$ cat src/rtl/uart_rx_cfg.sv
// UART receiver with run-time frame format (5..DATA_W data bits, parity mode,
// 1/2 stop bits), 3-sample mid-bit majority vote and a small receive FIFO.
module uart_rx_cfg #(
  parameter int DATA_W     = 9,
  parameter int OSR        = 16,
  parameter int FIFO_DEPTH = 4
) (
  input  logic              clk,
  input  logic              rst_n,
  input  logic              rx_en,
  input  logic              sample_tick,
  input  logic [3:0]        cfg_data_bits,
  input  logic [2:0]        cfg_parity,
  input  logic              cfg_stop2,
  input  logic              rxd,
  output logic              out_valid,
  input  logic              out_ready,
  output logic [DATA_W-1:0] out_data,
  output logic              out_parity_err,
  output logic              out_frame_err,
  output logic              out_break,
  output logic              overrun,
  input  logic              ovr_clr,
  output logic              busy
);

  localparam int CW = $clog2(OSR);
  localparam int PW = $clog2(FIFO_DEPTH);
  localparam int WW = DATA_W + 3;
  localparam logic [CW-1:0] VOTE0  = CW'(OSR / 2 - 1);
  localparam logic [CW-1:0] VOTE1  = CW'(OSR / 2);
  localparam logic [CW-1:0] VOTE2  = CW'(OSR / 2 + 1);
  localparam logic [CW-1:0] LAST   = CW'(OSR - 1);
  localparam logic [3:0]    NB_MAX = 4'(DATA_W);

  typedef enum logic [2:0] {IDLE, START, DATA, PARITY, STOP1, STOP2} state_t;
  typedef enum logic [2:0] {
    PAR_NONE  = 3'b000,
    PAR_EVEN  = 3'b001,
    PAR_ODD   = 3'b010,
    PAR_MARK  = 3'b011,
    PAR_SPACE = 3'b100
  } par_t;

  logic          rxd_m, rxd_s;
  state_t        state_q, state_d;
  logic [CW-1:0] cnt_q, cnt_d;
  logic          armed_q, armed_d;
  logic [3:0]    bit_q, bit_d;
  logic [DATA_W-1:0] data_q, data_d;
  logic          perr_q, perr_d, ferr_q, ferr_d, brk_q, brk_d, pbit_q, pbit_d;
  logic          s0_q, s0_d, s1_q, s1_d;
  logic [3:0]    nb_q, nb_d, nb_cfg;
  par_t          par_q, par_d, par_cfg;
  logic          stop2_q, stop2_d;
  logic          push_q, push_d;
  logic [WW-1:0] word_q, word_d;
  logic          voted, par_exp;

  logic [WW-1:0] mem [FIFO_DEPTH];
  logic [PW-1:0] wp_q, rp_q;
  logic [PW:0]   fcnt_q;
  logic          full, pop, wr_en;
  logic [WW-1:0] head;

  // Two-flop synchronizer for the asynchronous serial line (idles high).
  always_ff @(posedge clk or negedge rst_n) begin
    if (!rst_n) begin
      rxd_m <= 1'b1;
      rxd_s <= 1'b1;
    end else begin
      rxd_m <= rxd;
      rxd_s <= rxd_m;
    end
  end

  // Clamp data-bit count and fold reserved parity codes to none.
  always_comb begin
    nb_cfg = cfg_data_bits;
    if (cfg_data_bits < 4'd5)        nb_cfg = 4'd5;
    else if (cfg_data_bits > NB_MAX) nb_cfg = NB_MAX;
    par_cfg = (cfg_parity <= 3'b100) ? par_t'(cfg_parity) : PAR_NONE;
  end

  // Frame FSM and datapath state register.
  always_ff @(posedge clk or negedge rst_n) begin
    if (!rst_n) begin
      state_q <= IDLE;
      cnt_q   <= '0;
      armed_q <= 1'b0;
      bit_q   <= '0;
      data_q  <= '0;
      perr_q  <= 1'b0;
      ferr_q  <= 1'b0;
      brk_q   <= 1'b0;
      pbit_q  <= 1'b0;
      s0_q    <= 1'b1;
      s1_q    <= 1'b1;
      nb_q    <= 4'd5;
      par_q   <= PAR_NONE;
      stop2_q <= 1'b0;
      push_q  <= 1'b0;
      word_q  <= '0;
    end else begin
      state_q <= state_d;
      cnt_q   <= cnt_d;
      armed_q <= armed_d;
      bit_q   <= bit_d;
      data_q  <= data_d;
      perr_q  <= perr_d;
      ferr_q  <= ferr_d;
      brk_q   <= brk_d;
      pbit_q  <= pbit_d;
      s0_q    <= s0_d;
      s1_q    <= s1_d;
      nb_q    <= nb_d;
      par_q   <= par_d;
      stop2_q <= stop2_d;
      push_q  <= push_d;
      word_q  <= word_d;
    end
  end

  // Next-state logic: all progress gated by sample_tick while enabled.
  always_comb begin
    state_d = state_q;
    cnt_d   = cnt_q;
    armed_d = armed_q;
    bit_d   = bit_q;
    data_d  = data_q;
    perr_d  = perr_q;
    ferr_d  = ferr_q;
    brk_d   = brk_q;
    pbit_d  = pbit_q;
    s0_d    = s0_q;
    s1_d    = s1_q;
    nb_d    = nb_q;
    par_d   = par_q;
    stop2_d = stop2_q;
    push_d  = 1'b0;
    word_d  = word_q;
    voted   = (s0_q & s1_q) | (s0_q & rxd_s) | (s1_q & rxd_s);
    case (par_q)
      PAR_EVEN: par_exp = ^data_q;
      PAR_ODD:  par_exp = ~^data_q;
      PAR_MARK: par_exp = 1'b1;
      default:  par_exp = 1'b0;
    endcase

    if (!rx_en) begin
      state_d = IDLE;
      cnt_d   = '0;
      armed_d = 1'b0;
      bit_d   = '0;
    end else if (sample_tick) begin
      if (cnt_q == VOTE0) s0_d = rxd_s;
      if (cnt_q == VOTE1) s1_d = rxd_s;
      cnt_d = (cnt_q == LAST) ? '0 : cnt_q + CW'(1);
      case (state_q)
        IDLE: begin
          cnt_d = '0;
          if (armed_q && !rxd_s) begin
            state_d = START;
            armed_d = 1'b0;
            nb_d    = nb_cfg;
            par_d   = par_cfg;
            stop2_d = cfg_stop2;
            data_d  = '0;
            perr_d  = 1'b0;
            ferr_d  = 1'b0;
            brk_d   = 1'b0;
            pbit_d  = 1'b0;
            bit_d   = '0;
          end else if (rxd_s) begin
            armed_d = 1'b1;
          end
        end
        START: begin
          if (cnt_q == VOTE2 && voted) begin
            state_d = IDLE;
            cnt_d   = '0;
          end else if (cnt_q == LAST) begin
            state_d = DATA;
            bit_d   = '0;
          end
        end
        DATA: begin
          if (cnt_q == VOTE2) begin
            for (int unsigned i = 0; i < DATA_W; i++) begin
              if (i == 32'(bit_q)) data_d[i] = voted;
            end
          end
          if (cnt_q == LAST) begin
            if (bit_q == nb_q - 4'd1)
              state_d = (par_q != PAR_NONE) ? PARITY : STOP1;
            else
              bit_d = bit_q + 4'd1;
          end
        end
        PARITY: begin
          if (cnt_q == VOTE2) begin
            pbit_d = voted;
            perr_d = (voted != par_exp);
          end
          if (cnt_q == LAST) state_d = STOP1;
        end
        STOP1: begin
          if (cnt_q == VOTE2) begin
            ferr_d = ~voted;
            brk_d  = (data_q == '0) & ~pbit_q & ~voted;
            if (!stop2_q) begin
              push_d  = 1'b1;
              word_d  = {data_q, perr_q, ~voted, (data_q == '0) & ~pbit_q & ~voted};
              state_d = IDLE;
              cnt_d   = '0;
            end
          end else if (cnt_q == LAST) begin
            state_d = STOP2;
          end
        end
        STOP2: begin
          if (cnt_q == VOTE2) begin
            push_d  = 1'b1;
            word_d  = {data_q, perr_q, ferr_q | ~voted, brk_q};
            state_d = IDLE;
            cnt_d   = '0;
          end
        end
        default: begin
          state_d = IDLE;
          cnt_d   = '0;
        end
      endcase
    end
  end

  assign busy  = (state_q != IDLE);
  assign full  = (fcnt_q == (PW+1)'(FIFO_DEPTH));
  assign pop   = out_valid & out_ready;
  assign wr_en = push_q & (~full | pop);

  // FIFO storage; head visibility is gated by out_valid.
  always_ff @(posedge clk) begin
    if (wr_en) mem[wp_q] <= word_q;
  end

  // FIFO pointers, occupancy and sticky overrun.
  always_ff @(posedge clk or negedge rst_n) begin
    if (!rst_n) begin
      wp_q    <= '0;
      rp_q    <= '0;
      fcnt_q  <= '0;
      overrun <= 1'b0;
    end else begin
      if (wr_en) wp_q <= wp_q + PW'(1);
      if (pop)   rp_q <= rp_q + PW'(1);
      if (wr_en && !pop)      fcnt_q <= fcnt_q + (PW+1)'(1);
      else if (!wr_en && pop) fcnt_q <= fcnt_q - (PW+1)'(1);
      if (push_q && full && !pop) overrun <= 1'b1;
      else if (ovr_clr)           overrun <= 1'b0;
    end
  end

  assign out_valid      = (fcnt_q != '0);
  assign head           = mem[rp_q];
  assign out_data       = out_valid ? head[WW-1:3] : '0;
  assign out_parity_err = out_valid & head[2];
  assign out_frame_err  = out_valid & head[1];
  assign out_break      = out_valid & head[0];

endmodule

$ cat config.mk
export PLATFORM = sky130hd
export DESIGN_NAME = uart_rx_cfg
export DESIGN_NICKNAME = d
export VERILOG_FILES = /design/src/rtl/uart_rx_cfg.sv
export SDC_FILE = /design/constraint.sdc
export NUM_CORES = 1
export LEC_CHECK = 0
export BUFFER_PORTS_ARGS = -buffer_cell sky130_fd_sc_hd__buf_2
export CAP_MARGIN = 40
export CORE_MARGIN = 4
export CORE_UTILIZATION = 40
export CTS_CLUSTER_DIAMETER = 100
export DETAILED_ROUTE_END_ITERATION = 6
export GPL_ROUTABILITY_DRIVEN = 1
export GPL_TIMING_DRIVEN = 1
export RECOVER_POWER = 100
export SLEW_MARGIN = 15
export SYNTH_ARGS = -nofsm -noshare
export SYNTH_HDL_FRONTEND = slang
export SYNTH_SLANG_ARGS = --single-unit
export TNS_END_PERCENT = 1
$ cat constraint.sdc
create_clock -name clk -period 3.25 [get_ports clk]
set_clock_uncertainty 0.15 [all_clocks]
set_input_delay 0.4875 -clock clk [delete_from_list [all_inputs] [get_ports clk]]
set_output_delay 0.4875 -clock clk [all_outputs]
set_load 0.02 [all_outputs]
### Word level (Yosys, flattened, before mapping)

Memories as Yosys holds them, arrays and structs flattened.
Index checks and enable logic that the tools add are counted.
W data, S select, Z words.

* register bits: 58
* memory bits (writable): 48
* output and inout port bits: 15
* memories kept: 1

* add/subtract/negate cells: 7
* $lt $le $gt $ge: 3
* equality and inequality tests: 53
* multiplexer cells: 77
* bitwise logic cells: 17
* reduce and logical (&&, ||, !) cells: 42

Memories
* mem: words 4, width 12, rd ports 1, clocked after Yosys merged registers in 0, write ports 1, RTL line 60 `logic [WW-1:0] mem [FIFO_DEPTH];`

Operator list (number)
* $mux W4: 16
* $reduce_and A6 Y1: 10
* $mux W3: 16
* $mux W12: 3
* $ne A2 B2 Y1 const B: 15
* $mux W1: 28
* $mux W9: 3
* $ne A3 B3 Y1 const B: 8
* $pmux W12 S2: 1
* $pmux W3 S6: 1
* $pmux W9 S2: 1
* $eq A3 B4 Y1 const A: 4
* $pmux W4 S4: 1
* $eq A3 B2 Y1 const B: 4
* $eq A4 B4 Y1 const B: 3
* $ne A4 B4 Y1 const B: 3
* $pmux W4 S3: 1
* $reduce_bool A2 Y1: 6
* $and A1 B1 Y1: 10
* $pmux W1 S2: 5
* $reduce_and A5 Y1: 2
* $eq A3 B3 Y1 const B: 3
* $logic_not A9 Y1: 1
* $reduce_and A3 Y1: 3
* 32 further kinds: 51

### Logic depth before layout (Yosys ltp)

Gate-level depths: netlist (run 1).

* depth in word-level cells: 8
* mapped depth: 9

### Least setup slack after synthesis (run 1)

No wires, ideal clock.

* path type: register to output
* start point: register rp_q[0]
* end point: output out_data[0]
* arrival time: 1634 ps
* path slack: 978 ps
* stages on the path, launching flop included: 5
* path through: dfrtp_1 clkbuf_1 buf_2 mux4_2 and2_1

* cells in the longest elaborated chain, start to end: 2

Ends and longest elaborated chain
* start: declaration: RTL line 61 `logic [PW-1:0] wp_q, rp_q;`
* start signal: assignment: RTL line 256 `if (pop) rp_q <= rp_q + PW'(1);`
* $mem_v2 Z4 W12
* $mux W9: RTL line 266 `assign out_data = out_valid ? head[WW-1:3] : '0;`
* end: declaration: RTL line 18 `output logic [DATA_W-1:0] out_data,`

Every way passes these cells.

### Worst setup path after layout (run 1)

* start point: register rp_q[0]
* end point: output out_data[5]

Same word-level chain as after synthesis.

==> results of run 1 <==
## final cells by class
class | count | area [µm²]
Clock inverter | 7 | 58.81
Tap cell | 168 | 210.2
Fill cell | 1149 | 6608
Inverter | 25 | 93.84
Timing Repair Buffer | 35 | 161.4
Multi-Input combinational cell | 248 | 2004
Clock buffer | 9 | 225.2
Sequential cell | 106 | 2900
## final timing paths
| path | from | end | slack (ns) | cells past startpoint |
|---|---|---|---|---|
| worst max-delay path | rp_q[0] | out_data[5] | 0.41 | 4 |
| worst min-delay path | rxd | rxd_m | 0.08 | 1 |
| worst max register to register | cnt_q[1] | word_q[4] | 0.52 | 6 |
| worst min register to register | rxd_m | rxd_s | 0.21 | 0 |
| max in group asynchronous | rst_n | nb_q[2] | 0.97 | 3 |
| min in group asynchronous | rst_n | cnt_q[0] | 0.83 | 2 |
## power by group through the flow
| stage | logic [mW] | clock network, mW | registers [mW] |
|---|---|---|---|
| 6_report | 0.861 | 1.04 | 1.63 |
| 2_1_floorplan | 0.727 | 0 | 1.58 |
| 3_3_place_gp | 0.892 | 0 | 1.66 |
| 4_1_cts | 0.914 | 1.08 | 1.64 |
| 3_5_place_dp | 0.911 | 0 | 1.67 |
| 5_1_grt | 0.957 | 1.14 | 1.65 |
## layer usage
layer	GRT usage, %	vias to the layer above	routed length, µm
met5	0	-	0
met4	3.399	0	115
met3	3.648	10	269
met2	23.69	49	4664
met1	17.74	1511	4165
li1	-	1494	-
## stage by stage
stage               hold WS [ns]  power [mW]  cells
finish                   0.07952       3.535    598
global route             0.05703       3.751    598
CTS                      0.06127       3.634    598
detailed placement        0.2016       2.578    581
global placement          0.1980       2.550    581
floorplan                0.04191       2.307    394
## worst max-delay path: stages (launching register included)
cell	delay, ns
dfrtp_1	0.62
clkbuf_2	0.36
mux4_2	0.54
and2_1	0.17
clkbuf_1	0.17
## cells in the final DEF, fill, tap and decap left out, types with 2 or more instances in the layout
master,Yosys,routed
dfrtp_1,52,52
edfxtp_1,48,48
mux2_2,26,26
inv_1,25,25
nor2_1,21,21
nand2_1,19,19
a21oi_1,18,18
o21ai_0,18,18
ha_1,17,17
clkbuf_1,6,17
buf_2,6,15
mux4_2,12,12
and2_1,17,12
nand3_1,12,12
clkbuf_16,0,9
nor3_1,8,8
xnor2_1,8,8
or3_1,4,5
and2_0,0,5
nand2b_1,5,5
mux2i_1,5,5
nand3b_1,4,4
xor2_1,4,4
nand4_1,4,4
dfstp_2,6,4
nor2b_1,3,3
nor3b_1,3,3
a21boi_0,3,3
or3b_2,3,3
nor4b_1,2,2
a2111oi_0,1,2
o21a_1,2,2
and3b_1,2,2
a31oi_1,2,2
o211ai_1,2,2
a22o_1,2,2
inv_6,0,2
inv_8,0,2
clkinv_2,0,2
dfstp_1,0,2
## kinds of logic (layout without fill, tap and decap cells)
logic type	Yosys count	in the layout	synth area share, %
buffers and inverters	40	76	3.242
adder cells (fa/ha/maj)	19	19	4.765
XOR/XNOR	14	14	2.972
AND/OR/NAND/NOR	113	113	12.28
AO/OA/AOI/OAI	59	59	7.763
multiplexers	43	43	12.04
flip-flops	106	106	56.94
## repair_timing
item | CTS | global route
resized for setup | 0 | 0
endpoints found under the hold margin | 10 | 0
hold buffers | 1 | 0
## sequential cells by signal, summed over array words and instances, names as in the netlist, 2 cells and up
name / flops
rp_q: 2
word_q: 12
wp_q: 2
bit_q: 4
fcnt_q: 3
par_q: 3
mem: 48
cnt_q: 4
nb_q: 4
data_q: 9
state_q: 3
==> flow_metrics.env, run 1 <==
export IMPL_status="complete, no violations"
export IMPL_nets=458
export IMPL_critPathArrivalTime_ns=2.21
export IMPL_firstDrtPassIters=5
export IMPL_antenna_cells=0
export IMPL_p_clk_share_pct=29.5
export IMPL_portBuffers=29
export IMPL_layout_min_cycle_time_ns=2.843
export IMPL_syn_nets=427
export IMPL_critPathKind="flip-flop to output port"
export IMPL_cts_tree="done"
export IMPL_synth_yosys_seq_area_share_pct=56.94
export IMPL_internal_power_mw=2.421
export IMPL_cts_max_level=3
export IMPL_max_slew_margin_pct=8.154
export IMPL_viasPerCell=5.124
export IMPL_yosysTopAreaCell="edfxtp_1"
export IMPL_ir_drop_mv=0.5020
export IMPL_p_sw_mw=1.114
export IMPL_rows=40
export IMPL_grt_pass1_wl_um=15900
export IMPL_cp_required_ns=2.61
export IMPL_dp_slack_ns=0.7140
export IMPL_avgSynthCellArea_um2=12.93
export IMPL_p_per_area_nw_per_um2=625.2
export IMPL_syn_inst=394
export IMPL_die_x_um=120.8
export IMPL_grt_max_degree=34
export IMPL_synthArstFlopShare_pct=54.72
export IMPL_postRouteAntennaNets=0
export IMPL_dieArea_um2=14600
export IMPL_clock_sinks=106
export IMPL_fin_tns_setup_ns=0
export IMPL_ys_flop_type="dfrtp_1"
export IMPL_synth_common_cells="dfrtp_1 (52), edfxtp_1 (48), mux2_2 (26)"
export IMPL_gp_congestion=0.7551
export IMPL_syn_area_um2=5094
export IMPL_fin_crit_sh_pct=87.46
export IMPL_worstSetupEndpointType="output port"
export IMPL_tightestPinTransition_ns=1.378
export IMPL_cts_root_buf="clkbuf_16"
export IMPL_sequentialPowerShare_pct=46.1
export IMPL_synth_cell_types=57
export IMPL_chipHeight_um=120.8
export IMPL_routed_wl_um=9215
export IMPL_rsz0062_at_grt="no"
export IMPL_drc=0
export IMPL_maxCapViolations=0
export IMPL_clk_latency_ns=0.35
export IMPL_post_drt_wl_per_cell_um=15.41
export IMPL_yosys_warnings=0
export IMPL_clk_pin_slew_ns=0.07
export IMPL_comb_power_share_pct=24.4
export IMPL_setup_ws_ns=0.4074
export IMPL_cts_buffers=9
export IMPL_postCtsSetupBuffers=0
export IMPL_antenna_found_initial=0
export IMPL_drtIter0Drc=140
export IMPL_hold_violations=0
export IMPL_grt_overflow=0
export IMPL_drv_slew=0
export IMPL_coreArea_um2=12260
export IMPL_setup_viol=0
export IMPL_synth_most_common_cell="dfrtp_1"
export IMPL_cts_buffer_depth=2
export IMPL_max_freq_mhz=351.8
export IMPL_drive_above_1_share_pct=18.60
export IMPL_final_core_util_pct=46.11
export IMPL_setup_worst_path_start_class="flip-flop"
export IMPL_grt_pass1_vias=3199
export IMPL_crit_fanout=8
export IMPL_finalInstanceArea_um2=5654
export IMPL_synthTopCellsByArea="edfxtp_1 (28%), dfrtp_1 (26%), mux2_2 (5.7%), mux4_2 (5.3%), ha_1 (4.2%)"
export IMPL_place_area_um2=5415
export IMPL_synth_seq_cells=106
export IMPL_place_hpwl_um=6566
export IMPL_num_io_pins=30
export IMPL_synthToLayoutAreaGrowth_pct=11.00
export IMPL_start_util_pct=41.54
export IMPL_hp_class="primary input to flip-flop"
export IMPL_vias=3064
export IMPL_sw_frac_of_total_pct=31.52
export IMPL_grt_use_total_pct=13.92
export IMPL_synth_enable_flop_cells=48
export IMPL_p_leak_nw=2.194
export IMPL_netlist_area_leader_share_pct=28.30
No activity file was read; power rests on OpenSTA's default activity.
==> run 2: changes to the inputs <==
--- a/config.mk
+++ b/config.mk
@@ -5,12 +5,12 @@
 export SDC_FILE = /design/constraint.sdc
 export NUM_CORES = 1
 export LEC_CHECK = 0
-export BUFFER_PORTS_ARGS = -buffer_cell sky130_fd_sc_hd__buf_2
 export CAP_MARGIN = 40
 export CORE_MARGIN = 4
 export CORE_UTILIZATION = 40
 export CTS_CLUSTER_DIAMETER = 100
 export DETAILED_ROUTE_END_ITERATION = 6
+export DONT_BUFFER_PORTS = 1
 export GPL_ROUTABILITY_DRIVEN = 1
 export GPL_TIMING_DRIVEN = 1
 export RECOVER_POWER = 100
==> run 2 against run 1 <==
  * Flip-flop and latch count unchanged
  * Highest routed layer unchanged
  * Fmax grew 5.4%
  * Largest power group unchanged
  * Design area fell by 1.1%
==> flow_metrics.env, run 2 (synthesized netlist as in run 1, its figures left out) <==
export IMPL_antenna_found_initial=0
export IMPL_chipHeight_um=120.8
export IMPL_nets=431
export IMPL_p_total_mw=3.650
export IMPL_place_hpwl_um=6285
export IMPL_gp_congestion=0.8043
export IMPL_grt_overflow=0
export IMPL_cts_buffer_depth=2
export IMPL_cp_required_ns=3.34
export IMPL_top_usage_layer="met2"
export IMPL_vias=3019
export IMPL_final_core_util_pct=45.59
export IMPL_synthToLayoutAreaGrowth_pct=9.752
export IMPL_finalHoldWorstSlack_ns=0.04718
export IMPL_hp_class="primary input to flip-flop"
export IMPL_postRouteAntennaNets=0
export IMPL_r2r_start="cnt_q[1]"
export IMPL_antenna_cells=0
export IMPL_dieArea_um2=14600
export IMPL_drv_slew=0
export IMPL_reg_top3="mem x48, word_q x12, data_q x9"
export IMPL_cts_root_buf="clkbuf_16"
export IMPL_drive_above_1_share_pct=15.88
export IMPL_top_register="mem"
export IMPL_grt_pass1_vias=3011
export IMPL_rows=40
export IMPL_status="complete, no violations"
export IMPL_rsz0062_at_grt="no"
export IMPL_num_io_pins=30
export IMPL_max_freq_mhz=370.7
export IMPL_globalRouteMet1Util_pct=17.44
export IMPL_dp_slack_ns=0.5999
export IMPL_portBuffers=0
export IMPL_worstSetupEndpointType="flip-flop"
export IMPL_critPathArrivalTime_ns=2.78
export IMPL_grt_use_total_pct=13.50
export IMPL_setup_worst_path_start_class="flip-flop"
export IMPL_layout_common_cells="dfrtp_1 (52), edfxtp_1 (48), mux2_2 (26), inv_1 (25), nor2_1 (21)"
export IMPL_place_area_um2=5263
export IMPL_post_drt_wl_per_cell_um=15.94
export IMPL_cp_startpoint="cnt_q[1]"
export IMPL_cts_buffers=9
export IMPL_drc=0
export IMPL_stdcell_count=571
export IMPL_max_slew_margin_pct=2.266
export IMPL_clk_pin_slew_ns=0.07
export IMPL_clock_sinks=106
export IMPL_clk_latency_ns=0.35
export IMPL_layout_commonest_cell="dfrtp_1"
export IMPL_ir_drop_mv=0.2795
export IMPL_fillers=1132
export IMPL_setup_viol=0
export IMPL_tightestPinTransition_ns=1.466
export IMPL_p_leak_nw=2.144
export IMPL_routed_wl_um=9104
export IMPL_drtIter0Drc=185
export IMPL_critPathKind="flip-flop to flip-flop"
export IMPL_crit_fanout=15
export IMPL_p_per_area_nw_per_um2=652.9
export IMPL_start_util_pct=41.54
export IMPL_cts_max_level=3
export IMPL_finalInstanceArea_um2=5590
export IMPL_firstDrtPassIters=4
export IMPL_die_x_um=120.8
export IMPL_coreArea_um2=12260
export IMPL_viasPerCell=5.287
export IMPL_fin_crit_sh_pct=83.01
export IMPL_slowest_stage="clkbuf_1"
export IMPL_met2_usage_pct=21.85
export IMPL_grt_max_degree=59
export IMPL_cts_tree="done"
export IMPL_grt_pass1_wl_um=15340
export IMPL_gr_usage_met3_pct=3.087
export IMPL_layout_min_cycle_time_ns=2.698
export IMPL_critPathMaxStageDelay_ns=0.61
export IMPL_postCtsSetupBuffers=0
export IMPL_dp_cells=551
export IMPL_maxCapViolations=0
export IMPL_worstPathCellList="inv_1 -> ha_1 -> nand3b_1 -> a2111oi_0 -> clkbuf_1 -> mux2_2"
export IMPL_hp_start="cfg_data_bits[3]"
export IMPL_fin_tns_setup_ns=0
export IMPL_largest_register_ffs=48
export IMPL_setup_ws_ns=0.5522
export IMPL_hold_violations=0
## run 2: cell count changes in the layout (fill, tap and decap cells not counted), sizes merged
cell	change
bufinv	+3
buf	-14
inv	-1
clkbuf	-14
dlygate4sd3	+1
clkinv	-2
## run 2: final timing paths
path                        endpoint  slack, ns  cells after the start
max                        word_q[3]       0.55                      6
min                          nb_q[2]       0.05                      1
max reg2reg                word_q[3]       0.55                      6
min reg2reg                    rxd_s       0.21                      0
max in group asynchronous      brk_q       1.20                      2
min in group asynchronous   cnt_q[0]       0.86                      2
## run 2: worst max-delay path, delay by kind of cell, from the launching register on
family	cells	cell delay, ns
buffers and inverters	2	0.72
AOI/OAI and AO/OA	1	0.56
DFF	1	0.41
muxes	1	0.41
adders and majority gates	1	0.17
and+or+nand+nor	1	0.16
## run 2: power breakdown
group	total, mW	internal [mW]	switching [mW]	leakage (nW)
clock	1.25	0.759	0.494	0.168
sequential	1.61	1.49	0.120	1.15
combinational	0.789	0.338	0.452	0.825
total	3.65	2.58	1.07	2.14
## run 2: layout make-up
cell class / count / area [µm²] / share of cell area, %
Clock buffer: 9 / 225.2 / 4.029
Clock inverter: 7 / 120.1 / 2.149
Inverter: 25 / 93.84 / 1.679
Multi-Input combinational cell: 248 / 1992 / 35.63
Sequential cell: 106 / 2900 / 51.88
Tap cell: 168 / 210.2 / 3.760
Timing Repair Buffer: 8 / 48.80 / 0.8729
## run 2: routing by layer
metal	routed length [µm]	up-vias
met2	4411	59
met3	346	11
met1	4187	1505
met4	158	0
met5	0	-
li1	-	1444
## run 2: what timing repair did
action	in CTS	in global routing
hold buffers	3	0
hold endpoints to repair	59	0
gates resized for setup	0	0
